===== src/rtl/adpll_cfg_regs_if.sv =====
// ADPLL parameter programming bus.
// The host (master) drives a session enable, a parameter select and write data,
// and picks the readback source. The register bank (slave) returns the active
// parameter set, commit/error status and registered readback data.
// `prog` carries the session-enable ("program") signal; `program` itself is a
// reserved word in SystemVerilog and cannot be used as a signal name.
interface adpll_cfg_regs_if #(
  parameter int unsigned W = 5
);
  logic         clr;
  logic         prog;
  logic [2:0]   param_sel;
  logic [W-1:0] pgm_value;
  logic         out_sel;

  logic [W-1:0] ndiv;
  logic [W-1:0] alpha_var;
  logic [W-1:0] beta_var;
  logic [W-1:0] dco_offset;
  logic [W-1:0] dco_threshold;
  logic [W-1:0] kdco;
  logic         cfg_update;
  logic         cfg_err;
  logic         busy;
  logic [W-1:0] dout;

  modport master (
    output clr, prog, param_sel, pgm_value, out_sel,
    input  ndiv, alpha_var, beta_var, dco_offset, dco_threshold, kdco,
    input  cfg_update, cfg_err, busy, dout
  );

  modport slave (
    input  clr, prog, param_sel, pgm_value, out_sel,
    output ndiv, alpha_var, beta_var, dco_offset, dco_threshold, kdco,
    output cfg_update, cfg_err, busy, dout
  );
endinterface


===== src/rtl/adpll_cfg_regs.sv =====
// ADPLL configuration register bank.
// Parameter writes land in shadow registers during a programming session.
// When the session ends the full shadow set is validated and either copied
// to the active registers in a single edge or discarded (shadow reloaded
// from active). Readback of shadow or active values is registered.
//
// Register index: 0 ndiv, 1 alpha_var, 2 beta_var, 3 dco_offset,
//                 4 dco_threshold, 5 kdco; selects 6/7 are illegal.
//
// state   | meaning
// --------+------------------------------------------------------------
// S_IDLE  | no session; prog high starts one and takes that cycle's write
// S_LOAD  | session open; each prog-high cycle writes one shadow register
// S_CHECK | one cycle: validate shadow set, commit or discard
module adpll_cfg_regs #(
  parameter int unsigned W          = 5,
  parameter int unsigned DEF_NDIV   = 0,
  parameter int unsigned DEF_ALPHA  = 2,
  parameter int unsigned DEF_BETA   = 3,
  parameter int unsigned DEF_OFFSET = 8,
  parameter int unsigned DEF_THRESH = 12,
  parameter int unsigned DEF_KDCO   = 1
) (
  input logic              i_clk,
  input logic              i_rst,
  adpll_cfg_regs_if.slave  bus
);

  typedef logic [W-1:0] val_t;

  typedef enum logic [1:0] {
    S_IDLE  = 2'd0,
    S_LOAD  = 2'd1,
    S_CHECK = 2'd2
  } state_t;

  localparam int unsigned IDX_OFFSET = 3;
  localparam int unsigned IDX_THRESH = 4;
  localparam int unsigned IDX_KDCO   = 5;

  localparam val_t DEFS [6] = '{
    val_t'(DEF_NDIV), val_t'(DEF_ALPHA), val_t'(DEF_BETA),
    val_t'(DEF_OFFSET), val_t'(DEF_THRESH), val_t'(DEF_KDCO)
  };

  state_t r_state;
  logic   r_busy;
  val_t   r_shd [6];
  val_t   r_act [6];
  logic   r_bad;
  logic   r_upd;
  logic   r_err;
  val_t   r_dout;

  state_t w_next;
  logic   w_sel_ok;
  logic   w_write;
  logic   w_set_bad;
  logic   w_commit;
  logic   w_reject;
  logic   w_set_ok;
  val_t   w_rd;

  assign w_sel_ok = (bus.param_sel <= 3'd5);

  // A session is acceptable only if no illegal select was seen, the DCO
  // threshold sits strictly above the offset, and the DCO gain is non-zero.
  assign w_set_ok = !r_bad
                 && (r_shd[IDX_THRESH] > r_shd[IDX_OFFSET])
                 && (r_shd[IDX_KDCO] != '0);

  // State register; busy is registered alongside so it never glitches.
  always_ff @(posedge i_clk) begin
    if (!i_rst || bus.clr) begin
      r_state <= S_IDLE;
      r_busy  <= 1'b0;
    end else begin
      r_state <= w_next;
      r_busy  <= (w_next != S_IDLE);
    end
  end

  // Next-state decode and per-cycle datapath strobes.
  always_comb begin
    w_next    = r_state;
    w_write   = 1'b0;
    w_set_bad = 1'b0;
    w_commit  = 1'b0;
    w_reject  = 1'b0;
    case (r_state)
      S_IDLE: begin
        if (bus.prog) begin
          w_next    = S_LOAD;
          w_write   = w_sel_ok;
          w_set_bad = !w_sel_ok;
        end
      end
      S_LOAD: begin
        if (bus.prog) begin
          w_write   = w_sel_ok;
          w_set_bad = !w_sel_ok;
        end else begin
          w_next = S_CHECK;
        end
      end
      S_CHECK: begin
        w_next   = S_IDLE;
        w_commit = w_set_ok;
        w_reject = !w_set_ok;
      end
      default: w_next = S_IDLE;
    endcase
  end

  // Shadow/active registers, session-bad flag and status outputs.
  always_ff @(posedge i_clk) begin
    if (!i_rst || bus.clr) begin
      r_shd <= DEFS;
      r_act <= DEFS;
      r_bad <= 1'b0;
      r_upd <= 1'b0;
      r_err <= 1'b0;
    end else begin
      r_upd <= w_commit;
      if (w_write) begin
        r_shd[bus.param_sel] <= bus.pgm_value;
      end
      if (w_set_bad) begin
        r_bad <= 1'b1;
      end
      if (w_commit) begin
        r_act <= r_shd;
        r_err <= 1'b0;
        r_bad <= 1'b0;
      end
      if (w_reject) begin
        r_shd <= r_act;
        r_err <= 1'b1;
        r_bad <= 1'b0;
      end
    end
  end

  // Readback source mux; illegal selects read as zero.
  always_comb begin
    w_rd = '0;
    if (w_sel_ok) begin
      w_rd = bus.out_sel ? r_shd[bus.param_sel] : r_act[bus.param_sel];
    end
  end

  // Registered readback; keeps tracking through clr, only reset zeroes it.
  always_ff @(posedge i_clk) begin
    if (!i_rst) begin
      r_dout <= '0;
    end else begin
      r_dout <= w_rd;
    end
  end

  assign bus.ndiv          = r_act[0];
  assign bus.alpha_var     = r_act[1];
  assign bus.beta_var      = r_act[2];
  assign bus.dco_offset    = r_act[IDX_OFFSET];
  assign bus.dco_threshold = r_act[IDX_THRESH];
  assign bus.kdco          = r_act[IDX_KDCO];
  assign bus.cfg_update    = r_upd;
  assign bus.cfg_err       = r_err;
  assign bus.busy          = r_busy;
  assign bus.dout          = r_dout;

endmodule


===== src/flat_wrapper.sv =====
// flat-port wrapper written by rule: the top's interface ports become plain ports
module adpll_cfg_regs_flat 
#(
  parameter int unsigned W          = 5,
  parameter int unsigned DEF_NDIV   = 0,
  parameter int unsigned DEF_ALPHA  = 2,
  parameter int unsigned DEF_BETA   = 3,
  parameter int unsigned DEF_OFFSET = 8,
  parameter int unsigned DEF_THRESH = 12,
  parameter int unsigned DEF_KDCO   = 1
)
  (i_clk, i_rst, bus_clr, bus_prog, bus_param_sel, bus_pgm_value, bus_out_sel, bus_ndiv, bus_alpha_var, bus_beta_var, bus_dco_offset, bus_dco_threshold, bus_kdco, bus_cfg_update, bus_cfg_err, bus_busy, bus_dout);
  adpll_cfg_regs_if #(.W(W)) bus_i ();
  input logic i_clk;
  input logic i_rst;
  input wire logic [$bits(bus_i.clr)-1:0] bus_clr;
  input wire logic [$bits(bus_i.prog)-1:0] bus_prog;
  input wire logic [$bits(bus_i.param_sel)-1:0] bus_param_sel;
  input wire logic [$bits(bus_i.pgm_value)-1:0] bus_pgm_value;
  input wire logic [$bits(bus_i.out_sel)-1:0] bus_out_sel;
  output wire logic [$bits(bus_i.ndiv)-1:0] bus_ndiv;
  output wire logic [$bits(bus_i.alpha_var)-1:0] bus_alpha_var;
  output wire logic [$bits(bus_i.beta_var)-1:0] bus_beta_var;
  output wire logic [$bits(bus_i.dco_offset)-1:0] bus_dco_offset;
  output wire logic [$bits(bus_i.dco_threshold)-1:0] bus_dco_threshold;
  output wire logic [$bits(bus_i.kdco)-1:0] bus_kdco;
  output wire logic [$bits(bus_i.cfg_update)-1:0] bus_cfg_update;
  output wire logic [$bits(bus_i.cfg_err)-1:0] bus_cfg_err;
  output wire logic [$bits(bus_i.busy)-1:0] bus_busy;
  output wire logic [$bits(bus_i.dout)-1:0] bus_dout;
  assign bus_i.clr = bus_clr;
  assign bus_i.prog = bus_prog;
  assign bus_i.param_sel = bus_param_sel;
  assign bus_i.pgm_value = bus_pgm_value;
  assign bus_i.out_sel = bus_out_sel;
  assign bus_ndiv = bus_i.ndiv;
  assign bus_alpha_var = bus_i.alpha_var;
  assign bus_beta_var = bus_i.beta_var;
  assign bus_dco_offset = bus_i.dco_offset;
  assign bus_dco_threshold = bus_i.dco_threshold;
  assign bus_kdco = bus_i.kdco;
  assign bus_cfg_update = bus_i.cfg_update;
  assign bus_cfg_err = bus_i.cfg_err;
  assign bus_busy = bus_i.busy;
  assign bus_dout = bus_i.dout;
  adpll_cfg_regs #(.W(W), .DEF_NDIV(DEF_NDIV), .DEF_ALPHA(DEF_ALPHA), .DEF_BETA(DEF_BETA), .DEF_OFFSET(DEF_OFFSET), .DEF_THRESH(DEF_THRESH), .DEF_KDCO(DEF_KDCO)) u_core (.i_clk(i_clk), .i_rst(i_rst), .bus(bus_i));
endmodule

===== config.mk =====
export PLATFORM = sky130hd
export DESIGN_NAME = adpll_cfg_regs_flat
export DESIGN_NICKNAME = d
export VERILOG_FILES = /design/src/rtl/adpll_cfg_regs_if.sv /design/src/rtl/adpll_cfg_regs.sv /design/src/flat_wrapper.sv
export SDC_FILE = /design/constraint.sdc
export NUM_CORES = 1
export LEC_CHECK = 0
export ABC_CLOCK_PERIOD_IN_PS = 2200
export CAP_MARGIN = 20
export CELL_PAD_IN_SITES_DETAIL_PLACEMENT = 0
export CELL_PAD_IN_SITES_GLOBAL_PLACEMENT = 1
export CORE_ASPECT_RATIO = 1.4
export CORE_UTILIZATION = 44
export CTS_BUF_LIST = sky130_fd_sc_hd__clkbuf_4
export DETAILED_ROUTE_END_ITERATION = 12
export HOLD_SLACK_MARGIN = 0.12
export PLACE_DENSITY_LB_ADDON = 0.1
export SKIP_CTS_REPAIR_TIMING = 1
export SLEW_MARGIN = 20
export SYNTH_ARGS = -nofsm -noshare
export SYNTH_HDL_FRONTEND = slang
export SYNTH_SLANG_ARGS = --single-unit
export TNS_END_PERCENT = 1

===== constraint.sdc =====
create_clock -name i_clk -period 2.2 [get_ports i_clk]
set_input_delay 0.33 -clock i_clk [delete_from_list [all_inputs] [get_ports i_clk]]
set_output_delay 0.33 -clock i_clk [all_outputs]
set_load 0.01 [all_outputs]

==> flow_metrics.env, run 1 <==
export IMPL_status="completed"
export IMPL_max_cap_violations=0
export IMPL_clk_latency_ns=0.44
export IMPL_finalCritPeriodShare_pct=93.9
export IMPL_async_flop_share_pct=0
export IMPL_rrSetupSlack_ns=0.14
export IMPL_rsz0062_at_grt="no"
export IMPL_vias=3395
export IMPL_yosysMostFrequentCell="dfxtp_1"
export IMPL_cts_made_buffers=9
export IMPL_dieArea_um2=9080
export IMPL_cp_slowest_cell="dfxtp_1"
export IMPL_timing_fmax_ghz=0.484
export IMPL_area_delta_synth_final_pct=23.8
export IMPL_fp_dieW_um=80.8
export IMPL_io_buffers=50
export IMPL_hold_path_class="reg2reg"
export IMPL_yosysTopAreaCellShare_pct=37.1
export IMPL_finalSetupTns_ns=0
export IMPL_ys_warn_count=0
export IMPL_r2r_end="u_core.bus.alpha_var[3]$_SDFFE_PP0P_"
export IMPL_synth_common_cells="dfxtp_1, mux2i_1, nand2_1"
export IMPL_crit_type="reg2reg"
export IMPL_vdd_drop_max_mv=0.416
export IMPL_dieHeight_um=112
export IMPL_cts_tree="built"
export IMPL_r2r_start="u_core.r_shd[11]$_SDFFE_PP0P_"
export IMPL_synth_area_um2=3830
export IMPL_clkTransAtPathRegs_ns=0.11
export IMPL_yosys_area_top_type="dfxtp_1"
export IMPL_multi_input_area_um2=2190
export IMPL_fill_cells=774
export IMPL_start_kind="flip-flop"
export IMPL_final_hold_viol_count=0
export IMPL_setup_viol=0
export IMPL_postPlaceCellArea_um2=4580
export IMPL_dp_cells=562
export IMPL_crit_path_end_kind="flip-flop"
export IMPL_power_density_nw_per_um2=535
export IMPL_path_cells="inv_1 > ha_1 > nand4_1 > o221a_2 > nor4_4 > buf_6 > mux2i_1"
export IMPL_synth_cell_types=44
export IMPL_syn_nets=434
export IMPL_track_usage_pct=25.6
export IMPL_max_stage_delay_ns=0.40
export IMPL_syn_inst=416
export IMPL_drc=0
export IMPL_synthTopCellsByArea="dfxtp_1, mux2i_1, nand2_1"
export IMPL_critPathArrivalTime_ns=2.43
export IMPL_cp_required_ns=2.57
export IMPL_io_pins=51
export IMPL_fin_worst_hold_slack_ns=0.490
export IMPL_finClkSkew_ns=0.0139
export IMPL_max_slew_margin_pct=66.1
export IMPL_wl_um=11100
export IMPL_power_leakage_nw=1.86
export IMPL_min_from="u_core.r_shd[25]$_SDFFE_PP0P_"
export IMPL_grt_max_degree=42
export IMPL_rows=39
export IMPL_core_area_um2=8300
export IMPL_worstRegToRegCells=7
export IMPL_crit_fanout=13
export IMPL_nets=489
export IMPL_drt_iter0_markers=172
export IMPL_antenna_cells=0
export IMPL_cts_sinks=71
export IMPL_start_util_pct=46.1
export IMPL_wl_per_cell_um=19.2
export IMPL_dr_pass1_iters=5
export IMPL_h_tree_depth=3
export IMPL_drtAntennaViolNets=0
export IMPL_hold_end="u_core.bus.ndiv[0]$_SDFFE_PP0P_"
export IMPL_whs_path_depth=2
export IMPL_ctsRootBufferMaster="clkbuf_4"
export IMPL_post_dp_hpwl_um=7900
export IMPL_synth_seq_area_share_pct=37.1
export IMPL_clock_path_buffers=2
export IMPL_finalWeightedCongestion=0.848
export IMPL_viasPerCell=5.87
export IMPL_syn_avg_cell_area_um2=9.20
export IMPL_synth_edf_count=0
export IMPL_final_util_pct=57.1
export IMPL_drive_gt1_share_pct=13.7
export IMPL_regArea_um2=1420
export IMPL_fin_cells=578
export IMPL_gr_total_overflow=0
export IMPL_worst_pin_slew_ns=0.496
export IMPL_design_area_um2=4740
export IMPL_synth_seq_cells=71
export IMPL_grt_pass1_vias=3248
export IMPL_antenna_found_initial=0
export IMPL_synth_flop_cell="dfxtp_1"
export IMPL_slew_violations=0
export IMPL_grt_pass1_wl_um=17300
export IMPL_period_minus_slack_ns=2.06
-- power breakdown --
group          internal [mW]  switching [mW]  total (mW)
Clock                  0.478           0.467       0.945
Combinational          0.123           0.156       0.279
Sequential              1.30         0.00968        1.31
-- critical path, delay by kind of cell (launching register included) --
family	cells	cell delay, ns
fa+ha+maj	1	0.28
simple gates	2	0.44
compound gates	1	0.32
flops	1	0.40
buf+inv	2	0.35
mux	1	0.20
-- final cells by class --
| class | count | share of cell area [%] |
|---|---|---|
| multi-input cells | 300 | 46.1 |
| flip-flops and latches | 71 | 30.0 |
| repair buffers | 79 | 17.1 |
| well taps | 102 | 2.69 |
| clock buffers | 11 | 1.74 |
| clock inverters | 5 | 1.53 |
| inverters | 10 | 0.792 |
-- flip-flops by register name, summed over array words and instances, names as in the netlist --
signal / count
u_core.r_shd: 30
u_core.bus.alpha_var: 5
u_core.bus.beta_var: 5
u_core.bus.dco_offset: 5
u_core.bus.dco_threshold: 5
u_core.bus.dout: 5
u_core.bus.kdco: 5
u_core.bus.ndiv: 5
u_core.r_state: 2
u_core.bus.busy: 1
u_core.bus.cfg_err: 1
u_core.bus.cfg_update: 1
u_core.r_bad: 1
-- logic make-up after synthesis --
kind of cell             share of synthesized area, %
flip-flops                                       37.1
multiplexers                                     21.7
AND/OR/NAND/NOR                                  15.8
buffers and inverters                            6.15
adder cells (fa/ha/maj)                          1.64
AO/OA/AOI/OAI                                    17.6
-- metal layers --
layer | part of all wire (%) | up-vias | track usage [%]
met2 | 50 | 116 | 42.8
met4 | 3.6 | 0 | 13.5
li1 | - | 1624 | -
met3 | 5.7 | 32 | 3.74
met5 | 0 | - | 0
met1 | 41 | 1623 | 31.1
-- metrics by stage --
step                      total power, mW  setup WS, ns
final                                2.53         0.135
after global placement               1.61        0.0548
after global routing                 2.63        0.0140
after floorplan                      1.49         0.212
after CTS                            2.55        0.0730
after detailed placement             1.61        0.0677
-- how the worst max path moves through the flow --
| stage | startpoint | to | slack (ns) |
|---|---|---|---|
| finish | u_core.r_shd[11]$_SDFFE_PP0P_ | u_core.bus.alpha_var[3]$_SDFFE_PP0P_ | 0.14 |
| global placement | bus_param_sel[1] | u_core.bus.dout[2]$_SDFF_PN0_ | 0.05 |
| global route | u_core.r_shd[11]$_SDFFE_PP0P_ | u_core.bus.alpha_var[3]$_SDFFE_PP0P_ | 0.01 |
| floorplan | u_core.r_shd[14]$_SDFFE_PP0P_ | u_core.bus.alpha_var[3]$_SDFFE_PP0P_ | 0.21 |
| CTS | u_core.r_shd[11]$_SDFFE_PP0P_ | u_core.bus.alpha_var[3]$_SDFFE_PP0P_ | 0.07 |
| detailed placement | bus_param_sel[1] | u_core.bus.dout[3]$_SDFF_PN0_ | 0.07 |
-- layout by cell type (no fill, tap or decap), types with 2 or more instances in the layout --
| cell | instances |
|---|---|
| bufinv_16 | 2 |
| nor2b_1 | 6 |
| a211oi_1 | 5 |
| clkbuf_4 | 11 |
| a221oi_1 | 7 |
| buf_12 | 7 |
| a221o_1 | 2 |
| clkdlybuf4s50_1 | 50 |
| o22ai_1 | 2 |
| mux2_2 | 11 |
| mux2i_1 | 66 |
| ha_1 | 5 |
| dfxtp_1 | 71 |
| and3_1 | 30 |
| a22oi_1 | 5 |
| a311oi_1 | 3 |
| o2bb2ai_1 | 2 |
| clkinv_1 | 2 |
| nand2_1 | 51 |
| o21ai_0 | 28 |
| nor2_1 | 19 |
| o221ai_1 | 2 |
| nand4_1 | 2 |
| buf_4 | 21 |
| nand2b_1 | 2 |
| mux4_2 | 2 |
| nand3_1 | 2 |
| inv_1 | 10 |
| a21boi_0 | 21 |
| a21oi_1 | 11 |
Power figures use the tool's default switching activity.
==> run 2, diff against run 1 <==
--- a/config.mk
+++ b/config.mk
@@ -5,11 +5,10 @@
 export SDC_FILE = /design/constraint.sdc
 export NUM_CORES = 1
 export LEC_CHECK = 0
-export ABC_CLOCK_PERIOD_IN_PS = 2200
+export ABC_CLOCK_PERIOD_IN_PS = 2300
 export CAP_MARGIN = 20
 export CELL_PAD_IN_SITES_DETAIL_PLACEMENT = 0
 export CELL_PAD_IN_SITES_GLOBAL_PLACEMENT = 1
-export CORE_ASPECT_RATIO = 1.4
 export CORE_UTILIZATION = 44
 export CTS_BUF_LIST = sky130_fd_sc_hd__clkbuf_4
 export DETAILED_ROUTE_END_ITERATION = 12
==> constraint.sdc (replaced) <==
create_clock -name i_clk -period 2.3 [get_ports i_clk]
set_input_delay 0.345 -clock i_clk [delete_from_list [all_inputs] [get_ports i_clk]]
set_output_delay 0.345 -clock i_clk [all_outputs]
set_load 0.01 [all_outputs]
==> flow_metrics.env, run 2 (same netlist as run 1, synthesis figures left out) <==
export IMPL_hold_path_class="reg2reg"
export IMPL_grt_max_degree=34
export IMPL_worst_pin_slew_ns=0.476
export IMPL_wl_per_cell_um=19.0
export IMPL_timing_fmax_ghz=0.450
export IMPL_drive_gt1_share_pct=14.4
export IMPL_dr_pass1_iters=4
export IMPL_final_hold_viol_count=0
export IMPL_cts_made_buffers=9
export IMPL_io_buffers=50
export IMPL_track_usage_pct=25.8
export IMPL_final_common_cell="dfxtp_1"
export IMPL_fp_dieW_um=95.3
export IMPL_post_dp_hpwl_um=7620
export IMPL_max_cap_violations=0
export IMPL_path_cells="inv_1 > ha_1 > nand4_1 > o221a_4 > nor4_4 > buf_4 > clkbuf_16 > mux2i_1"
export IMPL_cts_tree="built"
export IMPL_postPlaceCellArea_um2=4540
export IMPL_start_util_pct=46.1
export IMPL_cp_required_ns=2.67
export IMPL_max_stage_delay_ns=0.37
export IMPL_area_delta_synth_final_pct=23.9
export IMPL_gr_total_overflow=0
export IMPL_antenna_found_initial=0
export IMPL_finalCritPeriodShare_pct=96.6
export IMPL_antenna_cells=0
export IMPL_drtAntennaViolNets=0
export IMPL_setup_viol=0
export IMPL_crit_type="reg2reg"
export IMPL_core_area_um2=8300
export IMPL_wl_um=10900
export IMPL_clkTransAtPathRegs_ns=0.12
export IMPL_crit_path_end_kind="flip-flop"
export IMPL_cp_slowest_cell="nor4_4"
export IMPL_finalSetupTns_ns=0
export IMPL_vias=3252
export IMPL_crit_family="simple AND/OR/NAND/NOR gates"
export IMPL_power_density_nw_per_um2=497
export IMPL_grt_pass1_vias=3117
export IMPL_design_area_um2=4740
export IMPL_vdd_drop_max_mv=0.224
export IMPL_h_tree_depth=3
export IMPL_layout_common_cells="dfxtp_1, mux2i_1, nand2_1"
export IMPL_drt_iter0_markers=220
export IMPL_viasPerCell=5.64
export IMPL_cts_sinks=71
export IMPL_period_minus_slack_ns=2.22
export IMPL_dieHeight_um=95.3
export IMPL_slew_violations=0
export IMPL_regMostFlops="u_core.r_shd"
export IMPL_largest_reg_flops=30
export IMPL_dieArea_um2=9070
export IMPL_clock_path_buffers=2
export IMPL_power_leakage_nw=1.83
export IMPL_path_buf_inv=3
export IMPL_ctsRootBufferMaster="clkbuf_4"
export IMPL_crit_fanout=10
export IMPL_finClkSkew_ns=0.0206
export IMPL_max_slew_margin_pct=68.3
export IMPL_drc=0
export IMPL_cp_depth=8
export IMPL_clk_latency_ns=0.44
export IMPL_status="completed"
export IMPL_start_kind="flip-flop"
export IMPL_nets=485
export IMPL_io_pins=51
export IMPL_worstRegToRegCells=8
export IMPL_finalWeightedCongestion=0.843
export IMPL_rows=33
export IMPL_grt_pass1_wl_um=17300
export IMPL_whs_path_depth=2
export IMPL_critPathArrivalTime_ns=2.59
[run 2: cell types whose count changed in the layout (fill, tap and decap cells not counted), sizes merged]
cell      before  now
buf           29   24
clkinvlp       0    3
clkinv         3    1
bufinv         2    1
inv           10   11
[run 2: area by class of cell]
| class | instances | area, um^2 |
|---|---|---|
| Multi-Input combinational cell | 300 | 2210 |
| Sequential cell | 71 | 1430 |
| Fill cell | 750 | 3560 |
| Clock buffer | 10 | 75.1 |
| Tap cell | 105 | 131 |
| Timing Repair Buffer | 75 | 793 |
| Clock inverter | 6 | 70.1 |
| Inverter | 10 | 37.5 |
[run 2: metrics by stage]
step	power (mW)	hold WS, ns	setup WS [ns]	cells	util [%]
floorplan	1.42	0.432	0.312	416	-
global placement	1.54	0.467	0.152	559	54.7
detailed placement	1.54	0.470	0.138	559	54.7
CTS	2.38	0.486	0.121	575	56.4
global route	2.46	0.517	-0.0289	577	57.1
finish	2.35	0.487	0.0788	577	57.1
[run 2: worst register-to-register path, cell delays in order (launching register included)]
cell and delay (ns):
dfxtp_1 0.36, inv_1 0.08, ha_1 0.32, nand4_1 0.19, o221a_4 0.30, nor4_4 0.37
buf_4 0.20, clkbuf_16 0.17, mux2i_1 0.18
[run 2: worst paths after layout]
kind / from / to / slack [ns]
max: u_core.r_shd[14]$_SDFFE_PP0P_ / u_core.bus.ndiv[1]$_SDFFE_PP0P_ / 0.08
min: u_core.r_shd[25]$_SDFFE_PP0P_ / u_core.bus.ndiv[0]$_SDFFE_PP0P_ / 0.49
max reg2reg: u_core.r_shd[14]$_SDFFE_PP0P_ / u_core.bus.ndiv[1]$_SDFFE_PP0P_ / 0.08
min reg2reg: u_core.r_shd[25]$_SDFFE_PP0P_ / u_core.bus.ndiv[0]$_SDFFE_PP0P_ / 0.49
[run 2: report_power, final]
| group | internal, mW | switching, mW | leakage (nW) |
|---|---|---|---|
| sequential | 1.24 | 0.00943 | 0.575 |
| clock | 0.348 | 0.486 | 0.0692 |
| combinational | 0.121 | 0.150 | 1.18 |
| total | 1.71 | 0.645 | 1.83 |
[run 2: layer usage]
layer / global-route usage (%) / routed length, um
met5: 0 / 0
met4: 11.7 / 255
met3: 3.75 / 658
met2: 41.4 / 5140
met1: 34.2 / 4880
==> run 3, diff against run 2 <==
--- a/config.mk
+++ b/config.mk
@@ -5,14 +5,15 @@
 export SDC_FILE = /design/constraint.sdc
 export NUM_CORES = 1
 export LEC_CHECK = 0
-export ABC_CLOCK_PERIOD_IN_PS = 2300
+export ABC_CLOCK_PERIOD_IN_PS = 2750
 export CAP_MARGIN = 20
 export CELL_PAD_IN_SITES_DETAIL_PLACEMENT = 0
 export CELL_PAD_IN_SITES_GLOBAL_PLACEMENT = 1
-export CORE_UTILIZATION = 44
+export CORE_UTILIZATION = 47
 export CTS_BUF_LIST = sky130_fd_sc_hd__clkbuf_4
 export DETAILED_ROUTE_END_ITERATION = 12
 export HOLD_SLACK_MARGIN = 0.12
+export MAX_ROUTING_LAYER = met4
 export PLACE_DENSITY_LB_ADDON = 0.1
 export SKIP_CTS_REPAIR_TIMING = 1
 export SLEW_MARGIN = 20
==> constraint.sdc (replaced) <==
create_clock -name i_clk -period 2.75 [get_ports i_clk]
set_input_delay 0.4125 -clock i_clk [delete_from_list [all_inputs] [get_ports i_clk]]
set_output_delay 0.4125 -clock i_clk [all_outputs]
set_load 0.01 [all_outputs]
==> flow_metrics.env, run 3 (same netlist as run 1, synthesis figures left out) <==
export IMPL_cts_sinks=71
export IMPL_setup_viol=0
export IMPL_cts_tree="built"
export IMPL_max_cap_violations=0
export IMPL_dieArea_um2=8510
export IMPL_track_usage_pct=26.0
export IMPL_regMostFlops="u_core.r_shd"
export IMPL_grt_max_degree=43
export IMPL_start_util_pct=49.0
export IMPL_cp_required_ns=3.09
export IMPL_gr_total_overflow=0
export IMPL_crit_path_end_kind="flip-flop"
export IMPL_grt_pass1_vias=3142
export IMPL_layout_common_cells="dfxtp_1, mux2i_1, nand2_1"
export IMPL_crit_family="compound AO/OA/AOI/OAI gates"
export IMPL_slew_violations=0
export IMPL_crit_fanout=18
export IMPL_swShare_pct=27.2
export IMPL_nets=478
export IMPL_core_area_um2=7810
export IMPL_pwr_share_seq_pct=58.8
export IMPL_finalCritPeriodShare_pct=82.9
export IMPL_startpoint="u_core.r_shd[14]$_SDFFE_PP0P_"
export IMPL_post_dp_hpwl_um=6910
export IMPL_viasPerCell=5.77
export IMPL_finClkSkew_ns=0.0160
export IMPL_wl_per_cell_um=17.8
export IMPL_r2r_start="u_core.r_shd[14]$_SDFFE_PP0P_"
export IMPL_p_sw_mw=0.483
export IMPL_antenna_found_initial=0
export IMPL_cts_made_buffers=9
export IMPL_fp_dieW_um=92.2
export IMPL_total_power_mw=1.78
export IMPL_final_util_pct=58.0
export IMPL_final_hold_viol_count=0
export IMPL_clock_path_buffers=2
export IMPL_dieHeight_um=92.2
export IMPL_drc=0
export IMPL_final_common_cell="dfxtp_1"
export IMPL_p_int_mw=1.30
export IMPL_area_delta_synth_final_pct=18.4
export IMPL_wl_um=10100
export IMPL_finalSetupTns_ns=0
export IMPL_grt_pass1_wl_um=16600
export IMPL_power_leakage_nw=1.76
export IMPL_critPathArrivalTime_ns=2.62
export IMPL_hold_path_class="reg2reg"
export IMPL_finalWeightedCongestion=0.829
export IMPL_crit_type="reg2reg"
export IMPL_fill_cells=738
export IMPL_vdd_drop_max_mv=0.213
export IMPL_max_slew_margin_pct=66.5
export IMPL_largest_reg_flops=30
export IMPL_drive_gt1_share_pct=11.6
export IMPL_period_minus_slack_ns=2.28
export IMPL_start_kind="flip-flop"
export IMPL_io_buffers=50
export IMPL_path_buf_inv=2
export IMPL_power_density_nw_per_um2=393
export IMPL_h_tree_depth=3
export IMPL_drtAntennaViolNets=0
export IMPL_pwr_share_clk_pct=29.6
export IMPL_fin_worst_hold_slack_ns=0.483
export IMPL_min_from="u_core.r_shd[29]$_SDFFE_PP0P_"
export IMPL_vias=3266
export IMPL_rsz0062_at_grt="no"
export IMPL_cp_slowest_cell="o221a_2"
export IMPL_clk_latency_ns=0.42
export IMPL_dr_pass1_iters=4
export IMPL_timing_fmax_ghz=0.439
export IMPL_status="completed"
export IMPL_io_pins=51
export IMPL_max_stage_delay_ns=0.39
export IMPL_worst_pin_slew_ns=0.503
export IMPL_path_cells="inv_1 > ha_1 > nand4_1 > o221a_2 > o31ai_4 > buf_4 > mux2i_1"
export IMPL_rows=32
export IMPL_ctsRootBufferMaster="clkbuf_4"
export IMPL_drt_iter0_markers=193
export IMPL_pwr_share_comb_pct=11.6
export IMPL_antenna_cells=0
export IMPL_clkTransAtPathRegs_ns=0.11
[run 3: cell count changes in the layout (fill, tap and decap cells not counted), moves of 2 or more]
cell,delta
buf_12,-5
clkinv_2,+5
clkinvlp_4,-3
dfxtp_1,+3
dfxtp_2,-2
[run 3: metal layers]
layer / routed length [um] / track usage (%)
met2: 4630 / 40.4
met1: 4810 / 35.0
met4: 113 / 8.46
met3: 549 / 3.32
met5: 0 / -
[run 3: worst paths after layout]
path                                endpoint  depth (start not counted)  slack, ns
max reg2reg    u_core.r_shd[28]$_SDFFE_PP0P_                          7       0.47
min reg2reg  u_core.bus.ndiv[4]$_SDFFE_PP0P_                          2       0.48
max            u_core.r_shd[28]$_SDFFE_PP0P_                          7       0.47
min          u_core.bus.ndiv[4]$_SDFFE_PP0P_                          2       0.48
[run 3: worst reg2reg max path, cell delays in order (launching register included)]
cell and delay, ns:
dfxtp_1 0.36, inv_1 0.07, ha_1 0.31, nand4_1 0.21
o221a_2 0.39, o31ai_4 0.23, buf_4 0.38, mux2i_1 0.25
[run 3: power by group through the flow]
stage | combinational (mW) | clock, mW | sequential (mW)
floorplan | 0.119 | 0 | 1.07
global placement | 0.202 | 0 | 1.07
detailed placement | 0.204 | 0 | 1.07
CTS | 0.205 | 0.545 | 1.05
global route | 0.222 | 0.595 | 1.05
finish | 0.206 | 0.527 | 1.05
[run 3: area by class of cell]
type	count	area, um^2	area share, %
Multi-Input combinational cell	300	2190	48.3
Sequential cell	71	1420	31.4
Timing Repair Buffer	68	661	14.6
Tap cell	102	128	2.82
Clock buffer	9	67.6	1.49
Inverter	10	37.5	0.829
Clock inverter	6	28.8	0.635
[run 3: through the flow]
step / instance area [um^2] / std cells / setup slack, ns
detailed placement: 4430 / 551 / 0.478
finish: 4530 / 566 / 0.471
CTS: 4530 / 566 / 0.475
floorplan: 3830 / 416 / 0.762
global placement: 4430 / 551 / 0.491
global route: 4530 / 566 / 0.393
